**config.mk**
```make
export PLATFORM = sky130hd
export DESIGN_NAME = control_sequencer
export DESIGN_NICKNAME = d
export VERILOG_FILES = /design/src/rtl/ctrl_pkg.sv /design/src/rtl/ctrl_decode.sv /design/src/rtl/control_sequencer.sv
export SDC_FILE = /design/constraint.sdc
export NUM_CORES = 1
export LEC_CHECK = 0
export ABC_AREA = 1
export ABC_CLOCK_PERIOD_IN_PS = 1600
export CORE_MARGIN = 10
export CORE_UTILIZATION = 30
export CTS_CLUSTER_DIAMETER = 120
export DETAILED_ROUTE_END_ITERATION = 10
export PLACE_DENSITY = 0.81
export SETUP_SLACK_MARGIN = 0.3
export SLEW_MARGIN = 40
export SYNTH_ARGS = -nofsm -noshare
export SYNTH_HDL_FRONTEND = slang
export SYNTH_SLANG_ARGS = --single-unit
```
**constraint.sdc**
```tcl
create_clock -name Clock -period 1.6 [get_ports Clock]
set_input_delay 0.16 -clock Clock [delete_from_list [all_inputs] [get_ports Clock]]
set_output_delay 0.16 -clock Clock [all_outputs]
set_load 0.02 [all_outputs]
```
**src/rtl/ctrl_pkg.sv**
```systemverilog
// ctrl_pkg: shared definitions for the hardwired control sequencer.
// Opcode values, the 4-bit state encoding, ALU operation constants and
// the packed control vector. The optional mul/div sequences are enabled
// with the CTRL_MULDIV_EN macro; without it those opcodes are illegal.
package ctrl_pkg;

    localparam int DATA_WIDTH = 32;
    localparam int OP_W       = 5;

    localparam logic [OP_W-1:0] OP_LD   = 5'b00000;
    localparam logic [OP_W-1:0] OP_LDI  = 5'b00001;
    localparam logic [OP_W-1:0] OP_ADD  = 5'b00011;
    localparam logic [OP_W-1:0] OP_SUB  = 5'b00100;
    localparam logic [OP_W-1:0] OP_AND  = 5'b00101;
    localparam logic [OP_W-1:0] OP_OR   = 5'b00110;
    localparam logic [OP_W-1:0] OP_ROR  = 5'b00111;
    localparam logic [OP_W-1:0] OP_ROL  = 5'b01000;
    localparam logic [OP_W-1:0] OP_SHR  = 5'b01001;
    localparam logic [OP_W-1:0] OP_SHRA = 5'b01010;
    localparam logic [OP_W-1:0] OP_SHL  = 5'b01011;
    localparam logic [OP_W-1:0] OP_DIV  = 5'b01111;
    localparam logic [OP_W-1:0] OP_MUL  = 5'b10000;
    localparam logic [OP_W-1:0] OP_IN   = 5'b10110;
    localparam logic [OP_W-1:0] OP_OUT  = 5'b10111;
    localparam logic [OP_W-1:0] OP_MFLO = 5'b11000;
    localparam logic [OP_W-1:0] OP_MFHI = 5'b11001;
    localparam logic [OP_W-1:0] OP_NOP  = 5'b11010;
    localparam logic [OP_W-1:0] OP_HALT = 5'b11011;

    // The ALU is driven with opcode values; address calculation uses add.
    localparam logic [OP_W-1:0] ALU_NONE = 5'b00000;
    localparam logic [OP_W-1:0] ALU_ADD  = OP_ADD;

    typedef enum logic [3:0] {
        S_IDLE = 4'd0,
        S_T0   = 4'd1,
        S_T1   = 4'd2,
        S_T2   = 4'd3,
        S_T3   = 4'd4,
        S_T4   = 4'd5,
        S_T5   = 4'd6,
        S_T6   = 4'd7,
        S_T7   = 4'd8,
        S_HALT = 4'd9
    } state_e;

    // Instruction classes that share an execute sequence.
    typedef enum logic [2:0] {
        CL_RTYPE,
        CL_MULDIV,
        CL_LD,
        CL_LDI,
        CL_SHORT,    // in, out, mflo, mfhi, nop: single execute step
        CL_HALT,
        CL_ILLEGAL
    } iclass_e;

    typedef struct packed {
        logic            pc_out;
        logic            zhi_out;
        logic            zlo_out;
        logic            mdr_out;
        logic            hi_out;
        logic            lo_out;
        logic            inport_out;
        logic            c_out;
        logic            gra;
        logic            grb;
        logic            grc;
        logic            rin;
        logic            rout;
        logic            ba_out;
        logic            mar_in;
        logic            mdr_in;
        logic            pc_in;
        logic            ir_in;
        logic            y_in;
        logic            z_in;
        logic            hi_in;
        logic            lo_in;
        logic            outport_in;
        logic            inc_pc;
        logic            read;
        logic            write;
        logic [OP_W-1:0] alu_op;
        logic            run;
        logic            illegal;
    } ctrl_t;

    function automatic iclass_e classify(input logic [OP_W-1:0] op);
        iclass_e cls;
        case (op)
            OP_LD:                                  cls = CL_LD;
            OP_LDI:                                 cls = CL_LDI;
            OP_ADD, OP_SUB, OP_AND, OP_OR, OP_ROR,
            OP_ROL, OP_SHR, OP_SHRA, OP_SHL:        cls = CL_RTYPE;
`ifdef CTRL_MULDIV_EN
            OP_DIV, OP_MUL:                         cls = CL_MULDIV;
`endif
            OP_IN, OP_OUT, OP_MFLO, OP_MFHI, OP_NOP: cls = CL_SHORT;
            OP_HALT:                                cls = CL_HALT;
            default:                                cls = CL_ILLEGAL;
        endcase
        return cls;
    endfunction

endpackage

```
**src/rtl/ctrl_decode.sv**
```systemverilog
// ctrl_decode: combinational map from (state, opcode) to the control
// vector. Moore-style: nothing here depends on handshake inputs.
// Mul/div steps exist only when CTRL_MULDIV_EN is defined.
module ctrl_decode
    import ctrl_pkg::*;
(
    input  state_e          state_i,
    input  logic [OP_W-1:0] opcode_i,
    output ctrl_t           ctrl_o
);

    iclass_e cls;
    assign cls = classify(opcode_i);

    // Per-state control decode; every unlisted control stays 0.
    always_comb begin
        ctrl_o = '0;
        ctrl_o.run = (state_i != S_IDLE) && (state_i != S_HALT);
        case (state_i)
            S_T0: begin
                ctrl_o.pc_out = 1'b1;
                ctrl_o.mar_in = 1'b1;
                ctrl_o.inc_pc = 1'b1;
                ctrl_o.z_in   = 1'b1;
            end
            S_T1: begin
                ctrl_o.zlo_out = 1'b1;
                ctrl_o.pc_in   = 1'b1;
                ctrl_o.read    = 1'b1;
                ctrl_o.mdr_in  = 1'b1;
            end
            S_T2: begin
                ctrl_o.mdr_out = 1'b1;
                ctrl_o.ir_in   = 1'b1;
            end
            S_T3: begin
                case (cls)
                    CL_RTYPE, CL_MULDIV: begin
                        ctrl_o.grb  = 1'b1;
                        ctrl_o.rout = 1'b1;
                        ctrl_o.y_in = 1'b1;
                    end
                    CL_LD, CL_LDI: begin
                        ctrl_o.grb    = 1'b1;
                        ctrl_o.ba_out = 1'b1;
                        ctrl_o.y_in   = 1'b1;
                    end
                    CL_SHORT: begin
                        case (opcode_i)
                            OP_IN: begin
                                ctrl_o.inport_out = 1'b1;
                                ctrl_o.gra        = 1'b1;
                                ctrl_o.rin        = 1'b1;
                            end
                            OP_OUT: begin
                                ctrl_o.gra        = 1'b1;
                                ctrl_o.rout       = 1'b1;
                                ctrl_o.outport_in = 1'b1;
                            end
                            OP_MFLO: begin
                                ctrl_o.lo_out = 1'b1;
                                ctrl_o.gra    = 1'b1;
                                ctrl_o.rin    = 1'b1;
                            end
                            OP_MFHI: begin
                                ctrl_o.hi_out = 1'b1;
                                ctrl_o.gra    = 1'b1;
                                ctrl_o.rin    = 1'b1;
                            end
                            default: ;   // nop: no controls
                        endcase
                    end
                    CL_ILLEGAL: ctrl_o.illegal = 1'b1;
                    default: ;           // halt: leaves through next-state only
                endcase
            end
            S_T4: begin
                case (cls)
                    CL_RTYPE, CL_MULDIV: begin
                        ctrl_o.grc    = 1'b1;
                        ctrl_o.rout   = 1'b1;
                        ctrl_o.alu_op = opcode_i;
                        ctrl_o.z_in   = 1'b1;
                    end
                    CL_LD, CL_LDI: begin
                        ctrl_o.c_out  = 1'b1;
                        ctrl_o.alu_op = ALU_ADD;
                        ctrl_o.z_in   = 1'b1;
                    end
                    default: ;
                endcase
            end
            S_T5: begin
                case (cls)
                    CL_RTYPE, CL_LDI: begin
                        ctrl_o.zlo_out = 1'b1;
                        ctrl_o.gra     = 1'b1;
                        ctrl_o.rin     = 1'b1;
                    end
`ifdef CTRL_MULDIV_EN
                    CL_MULDIV: begin
                        ctrl_o.zlo_out = 1'b1;
                        ctrl_o.lo_in   = 1'b1;
                    end
`endif
                    CL_LD: begin
                        ctrl_o.zlo_out = 1'b1;
                        ctrl_o.mar_in  = 1'b1;
                    end
                    default: ;
                endcase
            end
            S_T6: begin
                case (cls)
`ifdef CTRL_MULDIV_EN
                    CL_MULDIV: begin
                        ctrl_o.zhi_out = 1'b1;
                        ctrl_o.hi_in   = 1'b1;
                    end
`endif
                    CL_LD: begin
                        ctrl_o.read   = 1'b1;
                        ctrl_o.mdr_in = 1'b1;
                    end
                    default: ;
                endcase
            end
            S_T7: begin
                if (cls == CL_LD) begin
                    ctrl_o.mdr_out = 1'b1;
                    ctrl_o.gra     = 1'b1;
                    ctrl_o.rin     = 1'b1;
                end
            end
            default: ;                   // IDLE, HALT: all controls 0
        endcase
    end

endmodule

```
**src/rtl/control_sequencer.sv**
```systemverilog
// control_sequencer: hardwired Moore control unit stepping each instruction
// through fetch (T0-T2) and execute (T3-T7). Holds the state register and
// next-state logic; control decode lives in ctrl_decode. Define
// CTRL_MULDIV_EN to enable the mul/div sequences.
// Memory handshake: a read in T1 or ld-T6 completes on the rising edge
// where Mem_ready is sampled high; until then state and outputs hold.
module control_sequencer
    import ctrl_pkg::*;
(
    input  logic                  Clock,
    input  logic                  Reset_n,
    input  logic                  Start,
    input  logic [DATA_WIDTH-1:0] IR,
    input  logic                  Mem_ready,
    output logic PCout, Zhi_out, Zlo_out, MDRout, HIout, LOout, Inport_out, Cout,
    output logic Gra, Grb, Grc, Rin, Rout, BAout,
    output logic MARin, MDRin, PCin, IRin, Yin, Zin, HIin, LOin, OutPort_in,
    output logic IncPC, Read, Write,
    output logic [OP_W-1:0]       alu_op,
    output logic                  Run,
    output logic                  Illegal,
    output logic [3:0]            dbg_state_o
);

    state_e          state_q, state_d;
    logic [OP_W-1:0] opcode;
    iclass_e         cls;
    ctrl_t           ctrl;

    assign opcode = IR[DATA_WIDTH-1:DATA_WIDTH-OP_W];
    assign cls    = classify(opcode);

    // Register operand fields are consumed by the datapath, not here.
    logic unused_ir_fields;
    assign unused_ir_fields = ^IR[DATA_WIDTH-OP_W-1:0];

    // State register; reset returns to IDLE immediately, mid-instruction or not.
    always_ff @(posedge Clock or negedge Reset_n) begin
        if (!Reset_n) state_q <= S_IDLE;
        else          state_q <= state_d;
    end

    // Next-state: sequence length chosen by instruction class, memory waits in T1/T6.
    always_comb begin
        state_d = state_q;
        case (state_q)
            S_IDLE: if (Start) state_d = S_T0;
            S_T0:   state_d = S_T1;
            S_T1:   if (Mem_ready) state_d = S_T2;
            S_T2:   state_d = S_T3;
            S_T3: begin
                case (cls)
                    CL_HALT:             state_d = S_HALT;
                    CL_SHORT, CL_ILLEGAL: state_d = S_T0;
                    default:             state_d = S_T4;
                endcase
            end
            S_T4:   state_d = S_T5;
            S_T5: begin
                if (cls == CL_MULDIV || cls == CL_LD) state_d = S_T6;
                else                                  state_d = S_T0;
            end
            S_T6: begin
                if (cls == CL_LD) begin
                    if (Mem_ready) state_d = S_T7;
                end else begin
                    state_d = S_T0;
                end
            end
            S_T7:   state_d = S_T0;
            S_HALT: state_d = S_HALT;
            default: state_d = S_IDLE;
        endcase
    end

    ctrl_decode u_decode (
        .state_i  (state_q),
        .opcode_i (opcode),
        .ctrl_o   (ctrl)
    );

    // Output mapping from the decoded control vector.
    always_comb begin
        PCout       = ctrl.pc_out;
        Zhi_out     = ctrl.zhi_out;
        Zlo_out     = ctrl.zlo_out;
        MDRout      = ctrl.mdr_out;
        HIout       = ctrl.hi_out;
        LOout       = ctrl.lo_out;
        Inport_out  = ctrl.inport_out;
        Cout        = ctrl.c_out;
        Gra         = ctrl.gra;
        Grb         = ctrl.grb;
        Grc         = ctrl.grc;
        Rin         = ctrl.rin;
        Rout        = ctrl.rout;
        BAout       = ctrl.ba_out;
        MARin       = ctrl.mar_in;
        MDRin       = ctrl.mdr_in;
        PCin        = ctrl.pc_in;
        IRin        = ctrl.ir_in;
        Yin         = ctrl.y_in;
        Zin         = ctrl.z_in;
        HIin        = ctrl.hi_in;
        LOin        = ctrl.lo_in;
        OutPort_in  = ctrl.outport_in;
        IncPC       = ctrl.inc_pc;
        Read        = ctrl.read;
        Write       = ctrl.write;
        alu_op      = ctrl.alu_op;
        Run         = ctrl.run;
        Illegal     = ctrl.illegal;
        dbg_state_o = state_q;
    end

endmodule
```
# Yosys cells after proc, flatten, opt, wreduce, memory -nomap -nowiden
# Memories as Yosys holds them, arrays and structs flattened.
# Index checks and enable logic that the tools add are counted.
# Widths: inputs -> output; s select.
dict set report word_totals {
  elab_cells 89
  output_inout_bits 37
  register_bits 4
  mem_bits_ro 192
  mem_count 2
  in_bits 36
}
dict set report op_classes {
  n_eq_ne 27
  reduce_logical 14
  mux 45
}
# name words word_bits rd rd_ports_with_merged_regs write_ports line
set mem_list {}
lappend mem_list {{(no name shown)} 32 3 1 0 0 ctrl_pkg.sv:92} ;# case (op)
lappend mem_list {{(no name shown)} 32 3 1 0 0 ctrl_pkg.sv:92}
# cell count
set ops {}
lappend ops {{$pmux 4 s10} 1}
lappend ops {{$mux 1} 25}
lappend ops {{$eq 5x5->1 const B} 4}
lappend ops {{$eq 4x3->1 const B} 4}
lappend ops {{$mux 4} 4}
lappend ops {{$eq 3x3->1 const B} 5}
lappend ops {{$pmux 1 s2} 7}
lappend ops {{$pmux 5 s2} 1}
lappend ops {{$eq 3x2->1 const B} 3}
lappend ops {{$mux 3} 3}
lappend ops {{$eq 4x2->1 const B} 2}
lappend ops {{$eq 4x4->1 const B} 2}
lappend ops {{$pmux 4 s2} 1}
lappend ops {{$reduce_or 2->1} 4}
lappend ops {{$reduce_or 4->1} 2}
lappend ops {{$eq 3x1->1 const B} 2}
lappend ops {{$pmux 1 s3} 2}
lappend ops {{$reduce_or 3->1} 2}
lappend ops {{$mux 5} 1}
lappend ops {{$eq 4x1->1 const B} 1}
lappend ops {{$logic_not 4->1} 1}
lappend ops {{$ne 2x2->1 const B} 2}
lappend ops {{$ne 4x4->1 const B} 1}
lappend ops {{$reduce_bool 4->1} 1}
lappend ops {{5 further kinds} 5}

# Longest topological paths before layout
# Gate-level depths: netlist (run 1).
dict set report logic_depth {
  depth_word 5
  depth_mapped 11
}

# Hierarchy
# A second synthesis (run 1) with hierarchy kept.
dict set report hier_totals {
  cells_unflattened 181
  area_unflattened_um2 963.4
}
# mod area_each_um2 cells_per_inst instances seq_area_each_um2
set modules_own_cells {}
lappend modules_own_cells {ctrl_decode 523.0 108 1 0.0}
lappend modules_own_cells {control_sequencer 440.4 73 1 100.1}

# Least setup slack after synthesis (run 1)
# No wires, ideal clock.
dict set report synth_path {
  kind {register to output}
  startpoint {reg state_q[3] (netlist: dbg_state_o[3])}
  endpoint {out alu_op[2]}
  stages_incl_launch_ff 10
  n_path_buf 0
  arrival_time_ns 1.754
  slack_ns -0.314
  path_cell_list {dfrtp_1 > inv_2 > nand2_2 > nor2_2 > inv_2 > nor2_1 > inv_1 > nor2_1 > inv_1 > nor2_1}
}
dict set report synth_between {
  elab_chain_len 2
}
# item line
set synth_lines {}
lappend synth_lines {{start: declaration} control_sequencer.sv:25} ;# state_e state_q, state_d;
lappend synth_lines {{start signal: assignment} control_sequencer.sv:40} ;# else state_q <= state_d;
lappend synth_lines {{$eq 4x3->1} ctrl_decode.sv:19} ;# case (state_i)
lappend synth_lines {{$mux 5} ctrl_decode.sv:19}
lappend synth_lines {{end: declaration} control_sequencer.sv:19} ;# output logic [OP_W-1:0] alu_op,
# Every way passes these cells.

# Worst setup path in the final report (run 1)
dict set report layout_path {
  startpoint {in IR[29]}
  endpoint {out Gra}
}
dict set report layout_between {
  elab_chain_len 5
  elab_cells_between_ends 16
  cone_classes {7 x eq/ne; 5 x mux; 3 x reduce/logical; 1 x memory}
}
# item line
set layout_lines {}
lappend layout_lines {{start: declaration} control_sequencer.sv:13} ;# input logic [DATA_WIDTH-1:0] IR,
lappend layout_lines {{$mem_v2 32x3 or $eq 5x5->1 (tied branches)} --}
lappend layout_lines {{$eq 3x2->1, or another cell as far along} ctrl_decode.sv:94} ;# case (cls)
lappend layout_lines {{$reduce_or 2->1 or $mux 1 (tied branches)} {ctrl_decode.sv:94, ctrl_decode.sv:49}}
lappend layout_lines {{$mux 1, on equally long branches} {ctrl_decode.sv:94, ctrl_decode.sv:37}}
lappend layout_lines {{$pmux 1 s3 (*)} ctrl_decode.sv:19}
lappend layout_lines {{end: declaration} control_sequencer.sv:16} ;# output logic Gra, Grb, Grc, Rin, Rout, BAout,
# Every way passes the cells marked *; elsewhere a longest branch is shown, timed or not.

==> impl_metrics.env, run 1 <==
export IMPL_endpoint_kind="primary output"
export IMPL_dr_first_iter_drc_count=123
export IMPL_r2r_slack_ns=-0.21
export IMPL_worst_path_largest_cell_delay_ns=0.28
export IMPL_path_buf_inv=5
export IMPL_num_nets_final=271
export IMPL_grt_pass1_wl_um=7130
export IMPL_violations="setup timing"
export IMPL_min_period_over_period=1.25
export IMPL_grt_pass1_vias=1390
export IMPL_crit_required_ns=1.44
export IMPL_cts_num_sinks=4
export IMPL_synth_top_area_share=0.134
export IMPL_ys_top_cells_by_area="dfrtp_1 (13%), nand2_1 (12%), nor2_1 (11%)"
export IMPL_max_freq_mhz=500
export IMPL_muxShareOfSynthArea=0
export IMPL_yosys_area_share_simple=0.529
export IMPL_ys_warn_count=0
export IMPL_powerDensity_nw_per_um2=1300
export IMPL_dpl_cell_area_um2=1570
export IMPL_crit_type="input pin to primary output"
export IMPL_fp_dieW_um=69.9
export IMPL_yosysTopAreaCell="dfrtp_1"
export IMPL_ys_ff_latch=4
export IMPL_largest_reg_flops=4
export IMPL_core_um2=2430
export IMPL_die_area_um2=4890
export IMPL_drive_gt1_frac=0.773
export IMPL_synth_area_um2=747
export IMPL_cp_common_cell="nand2_1"
export IMPL_power_total_mw=2.63
export IMPL_finalInstanceArea_um2=2020
export IMPL_antenna_found_initial=0
export IMPL_final_core_util=0.829
export IMPL_syn_avg_cell_area_um2=5.75
export IMPL_wl_per_cell_um=19.9
export IMPL_final_hold_viol_count=0
export IMPL_vias_per_cell=5.47
export IMPL_grt_max_degree=7
export IMPL_antenna_cells=0
export IMPL_fin_crit_ns=2.00
export IMPL_synth_compound_area_share=0.116
export IMPL_clk_path_buf_depth=2
export IMPL_h_tree_depth=1
export IMPL_cp_arrival_ns=1.84
export IMPL_cts_tree="built"
export IMPL_slowest_stage="clkdlybuf4s15_2"
export IMPL_path_depth=12
export IMPL_multi_input_area_um2=785
export IMPL_drv_cap=0
export IMPL_num_rows=18
export IMPL_startpoint="IR[29]"
export IMPL_synthAdderAreaFrac=0
export IMPL_path_max_fanout=6
export IMPL_worstSetupEndpoint="Gra"
export IMPL_synth_top_family_by_area="simple AND/OR/NAND/NOR gates"
export IMPL_crit_chain="clkdlybuf4s15_2 > inv_2 > nand2_1 > nand3_2 > a21oi_4 > nand3_2 > inv_2 > nand2_1 > nand2_1 > inv_1 > nand3b_1 > buf_6"
export IMPL_cts_root_buf="clkbuf_4"
export IMPL_r2r_start="dbg_state_o[2]"
export IMPL_drt_first_pass_iters=4
export IMPL_rsz0062_at_grt="yes"
export IMPL_route_detailed_drc=0
export IMPL_drt_total_wl_um=5250
export IMPL_timing_rr_end="dbg_state_o[1]"
export IMPL_clock_latency_ns=0.25
export IMPL_die_h_um=69.9
export IMPL_area_growth_pct=170
export IMPL_dp_hpwl_um=2790
export IMPL_vdd_drop_max_v=0.00143
export IMPL_slew_violations=0
export IMPL_postLayoutSetupSlackWorst_ns=-0.402
export IMPL_synth_xor_area_frac=0
export IMPL_crit_family="simple AND/OR/NAND/NOR gates"
export IMPL_dr_total_vias=1439
export IMPL_start_util=0.307
export IMPL_seq_area_frac_synth=0.134
export IMPL_finalClockSkew_ns=0.0112
export IMPL_status="finished, violations left"
export IMPL_num_fill_cells=127
export IMPL_start_kind="input pin"
export IMPL_io_pins=73
export IMPL_grt_usage=0.173
export IMPL_clkTransAtPathRegs_ns=0.05
export IMPL_syn_instance_count=130
export IMPL_cts_hold_buf=0
export IMPL_antenna_left=0
export IMPL_numCtsBuffers=3
export IMPL_gp_congestion=0.889
export IMPL_grt_ovfl_total=0
export IMPL_synth_cell_type_count=22
export IMPL_holdCritPathClass="input pin to async pin"
export IMPL_rr_worst_depth=13
export IMPL_final_setup_viol_count=31
export IMPL_io_buffer_count=40
export IMPL_seq_area_um2=105
export IMPL_leakagePower_nw=1.01
==> cells in the final DEF, fill, tap and decap left out, drive strengths merged, types with 3 or more instances in the layout <==
cell,n
a21oi,6
clkdlybuf4s50,3
nand3,11
dfrtp,4
clkbuf,5
o21ai,5
nand2,27
dlygate4sd2,4
conb,5
nand4,4
buf,93
nor3,8
nor2,26
inv,27
==> final cells by class <==
| cell class | instances | share of cell area |
|---|---|---|
| Tap cell | 30 | 0.0186 |
| Inverter | 27 | 0.0503 |
| Timing Repair Buffer | 104 | 0.479 |
| Multi-Input combinational cell | 95 | 0.389 |
| Sequential cell | 4 | 0.0521 |
| Clock buffer | 3 | 0.0112 |
==> how the worst min path moves through the flow <==
| stage | startpoint | endpoint | slack (ns) | cells after the start |
|---|---|---|---|---|
| floorplan | Reset_n | dbg_state_o[0] | -0.14 | 0 |
| CTS | Reset_n | dbg_state_o[0] | 0.12 | 1 |
| detailed placement | Reset_n | dbg_state_o[0] | 0.37 | 1 |
| global placement | Reset_n | dbg_state_o[3] | 0.36 | 1 |
| global route | Reset_n | dbg_state_o[0] | 0.12 | 1 |
| finish | Reset_n | dbg_state_o[2] | 0.12 | 1 |
==> kinds of logic (layout without fill, tap and decap cells) <==
family,after synthesis,count (layout)
AND/OR/NAND/NOR,78,78
other,1,5
buffers and inverters,35,134
AO/OA/AOI/OAI,12,12
flip-flops,4,4
==> per-layer routing <==
| metal | vias to the layer above | share of wire | global-route usage |
|---|---|---|---|
| met4 | 0 | 0.055 | 0.0943 |
| met3 | 33 | 0.12 | 0.0579 |
| met5 | - | 0 | 0 |
| met2 | 131 | 0.47 | 0.274 |
| li1 | 610 | - | - |
| met1 | 665 | 0.36 | 0.198 |
==> per-stage QoR <==
stage	TNS, ns	std cells	hold slack, ns	setup WS [ns]
6_report	-6.62	263	0.116	-0.402
5_1_grt	-8.10	263	0.121	-0.443
3_5_place_dp	-17.95	235	0.367	-0.803
2_1_floorplan	-0.140	134	-0.136	-0.0681
4_1_cts	-1.40	249	0.123	-0.181
3_3_place_gp	-16.16	235	0.363	-0.718
==> power by group <==
part | switching, mW | internal [mW] | total, mW | leakage [nW]
combinational | 1.22 | 1.07 | 2.29 | 0.952
clock | 0.0535 | 0.0848 | 0.138 | 0.0138
sequential | 0.0563 | 0.145 | 0.201 | 0.0463
==> Yosys cell counts <==
master    count
nand2_1      23
nor2_1       22
inv_1        19
buf_4         8
inv_2         8
nand3_1       7
nor3_1        6
a21oi_1       4
dfrtp_1       4
nand2_2       4
nand3_2       4
o21ai_0       4
nand4_1       3
nor2_2        3
a21oi_4       2
nand3b_1      2
nor3_2        2
conb_1        1
nand4_2       1
nor2_4        1
o21ai_1       1
o32ai_1       1
==> worst register-to-register path, stage by stage, from the launching register on <==
cell,delay (ns)
dfrtp_2,0.44
buf_12,0.14
buf_6,0.10
buf_6,0.11
nor2_4,0.10
inv_2,0.06
nor3_4,0.16
inv_2,0.11
nand2_4,0.10
buf_6,0.10
buf_6,0.08
nand2_4,0.06
nand3_2,0.07
nand2_2,0.05
==> timing repair <==
| item | CTS | global route |
|---|---|---|
| gates resized for setup | 207 | 41 |
| gates cloned | 0 | 0 |
| setup endpoints to repair | 36 | 35 |
| setup buffers | 11 | 14 |
| pin swaps | 13 | 17 |
(Power assumes the default switching activity.)
==> run 2, diff against run 1 <==
--- a/config.mk
+++ b/config.mk
@@ -13,6 +13,7 @@
 export DETAILED_ROUTE_END_ITERATION = 10
 export PLACE_DENSITY = 0.81
 export SETUP_SLACK_MARGIN = 0.3
+export SKIP_CTS_REPAIR_TIMING = 1
 export SLEW_MARGIN = 40
 export SYNTH_ARGS = -nofsm -noshare
 export SYNTH_HDL_FRONTEND = slang
==> run 2 against run 1 <==
The flow still finishes with violations (setup timing). Flip-flop and latch count unchanged. Cell count fell by 5.7%. Routed wire length shrank 17%. Setup slack improved by 0.070 ns. Die area unchanged. Global-route usage is 5.0 points lower. Sequential power about the same. Register-to-register slack better by 0.19 ns. First-iteration DRC count down 26%. Count of clock-buffer cells in the layout stayed put. Hold slack better by 0.015 ns. Fmax rose by 3.6%. Highest routed layer unchanged.
==> impl_metrics.env, run 2 (synthesis gave the netlist of run 1 again) <==
export IMPL_status="finished, violations left"
export IMPL_switching_share=0.507
export IMPL_fp_dieW_um=69.9
export IMPL_wl_per_cell_um=17.5
export IMPL_drv_cap=0
export IMPL_multi_input_area_um2=772
export IMPL_antenna_left=0
export IMPL_leakagePower_nw=1.02
export IMPL_dr_total_vias=1273
export IMPL_finalClockSkew_ns=0.0000902
export IMPL_path_max_fanout=3
export IMPL_grt_usage=0.123
export IMPL_io_pins=73
export IMPL_endpoint_kind="primary output"
export IMPL_gp_congestion=0.889
export IMPL_cts_num_sinks=4
export IMPL_r2r_start="dbg_state_o[3]"
export IMPL_num_nets_final=256
export IMPL_powerDensity_nw_per_um2=1280
export IMPL_intPower_mw=1.19
export IMPL_h_tree_depth=1
export IMPL_start_util=0.307
export IMPL_seqPwrFrac=0.084
export IMPL_largest_reg_flops=4
export IMPL_drt_total_wl_um=4350
export IMPL_start_kind="flop"
export IMPL_final_hold_viol_count=0
export IMPL_vias_per_cell=5.13
export IMPL_crit_type="flop to primary output"
export IMPL_dr_wl_met2_um=2180
export IMPL_final_setup_viol_count=29
export IMPL_antenna_cells=0
export IMPL_routed_wl_met3_um=272
export IMPL_dr_first_iter_drc_count=91
export IMPL_crit_required_ns=1.44
export IMPL_cts_tree="built"
export IMPL_rsz0062_at_grt="yes"
export IMPL_area_growth_pct=151
export IMPL_violations="setup timing"
export IMPL_slew_violations=0
export IMPL_grt_pass1_wl_um=5280
export IMPL_final_core_util=0.772
export IMPL_grt_pass1_vias=1199
export IMPL_route_detailed_drc=0
export IMPL_numCtsBuffers=3
export IMPL_min_period_over_period=1.21
export IMPL_clkPwrFrac=0.052
export IMPL_io_buffer_count=40
export IMPL_cts_root_buf="clkbuf_4"
export IMPL_antenna_found_initial=0
export IMPL_cp_arrival_ns=1.77
export IMPL_die_area_um2=4890
export IMPL_num_fill_cells=149
export IMPL_core_um2=2430
export IMPL_clk_path_buf_depth=2
export IMPL_grt_max_degree=7
export IMPL_grt_ovfl_total=0
export IMPL_max_freq_mhz=518
export IMPL_clkTransAtPathRegs_ns=0.04
export IMPL_dp_hpwl_um=2790
export IMPL_power_frac_comb=0.864
export IMPL_final_common_cell="buf_4"
export IMPL_rr_worst_depth=9
export IMPL_drive_gt1_frac=0.697
export IMPL_seq_area_um2=105
export IMPL_postLayoutSetupSlackWorst_ns=-0.332
export IMPL_clock_latency_ns=0.23
export IMPL_die_h_um=69.9
export IMPL_drt_first_pass_iters=4
export IMPL_timing_rr_end="dbg_state_o[1]"
export IMPL_num_rows=18
export IMPL_r2r_slack_ns=-0.02
export IMPL_final_cell_mix="buf_4 (41), buf_6 (33), nand2_1 (18)"
export IMPL_dpl_cell_area_um2=1570
export IMPL_finalInstanceArea_um2=1880
export IMPL_wl_met1_um=1780
export IMPL_power_switching_mw=1.22
export IMPL_top_layer_used="met4"
export IMPL_fin_crit_ns=1.93
export IMPL_holdCritPathClass="input pin to async pin"
export IMPL_vdd_drop_max_v=0.00131
[run 2: worst max path at each step]
| stage | depth (start not counted) | end | slack (ns) | from |
|---|---|---|---|---|
| after detailed placement | 12 | Gra | -0.80 | IR[29] |
| after CTS | 12 | Gra | -0.81 | IR[29] |
| after global placement | 12 | Gra | -0.72 | IR[29] |
| final | 12 | Gra | -0.33 | dbg_state_o[3] |
| after global routing | 12 | Gra | -0.40 | dbg_state_o[3] |
| after floorplan | 11 | Gra | -0.07 | dbg_state_o[3] |
[run 2: metal layers]
metal | vias up | global-route usage
met2 | 78 | 0.218
met1 | 602 | 0.139
met4 | 0 | 0.0307
li1 | 577 | -
met5 | - | 0
met3 | 16 | 0.0353
[run 2: critical path, cell delays in order, from the launching register on]
cell and delay, ns:
dfrtp_2 0.41, inv_2 0.07, nand2_2 0.06, nor2_2 0.10, inv_2 0.08, nor2_4 0.14, inv_2 0.06, nor2_2 0.11
inv_2 0.09, nor2_4 0.12, a21oi_2 0.05, nand3b_1 0.11, buf_6 0.13
[run 2: area by class of cell]
| type | count | share of cell area |
|---|---|---|
| Timing Repair Buffer | 89 | 0.446 |
| Multi-Input combinational cell | 95 | 0.411 |
| Sequential cell | 4 | 0.0560 |
| Tap cell | 30 | 0.0200 |
| Inverter | 27 | 0.0553 |
| Clock buffer | 3 | 0.0120 |
[run 2: power by group through the flow]
stage | logic (mW) | registers, mW | clock network [mW]
after detailed placement | 1.56 | 0.191 | 0
after floorplan | 0.789 | 0.244 | 0
after CTS | 1.57 | 0.190 | 0.123
after global routing | 2.20 | 0.207 | 0.134
after global placement | 1.51 | 0.189 | 0
final | 2.08 | 0.203 | 0.125
[run 2: metrics by stage]
| step | hold slack, ns | total power, mW | TNS, ns | instances | setup WS (ns) |
|---|---|---|---|---|---|
| after floorplan | -0.136 | 1.03 | -0.140 | 134 | -0.0681 |
| after global placement | 0.363 | 1.70 | -16.16 | 235 | -0.718 |
| after detailed placement | 0.367 | 1.75 | -17.95 | 235 | -0.803 |
| after CTS | 0.123 | 1.88 | -18.69 | 238 | -0.815 |
| after global routing | 0.139 | 2.54 | -5.37 | 248 | -0.404 |
| final | 0.131 | 2.41 | -3.59 | 248 | -0.332 |
==> run 3, diff against run 2 <==
--- a/config.mk
+++ b/config.mk
@@ -14,7 +14,6 @@
 export PLACE_DENSITY = 0.81
 export SETUP_SLACK_MARGIN = 0.3
 export SKIP_CTS_REPAIR_TIMING = 1
-export SLEW_MARGIN = 40
 export SYNTH_ARGS = -nofsm -noshare
 export SYNTH_HDL_FRONTEND = slang
 export SYNTH_SLANG_ARGS = --single-unit
==> results of run 3 <==
Same layout as run 2: the final DEF is identical, and so are final timing and power.
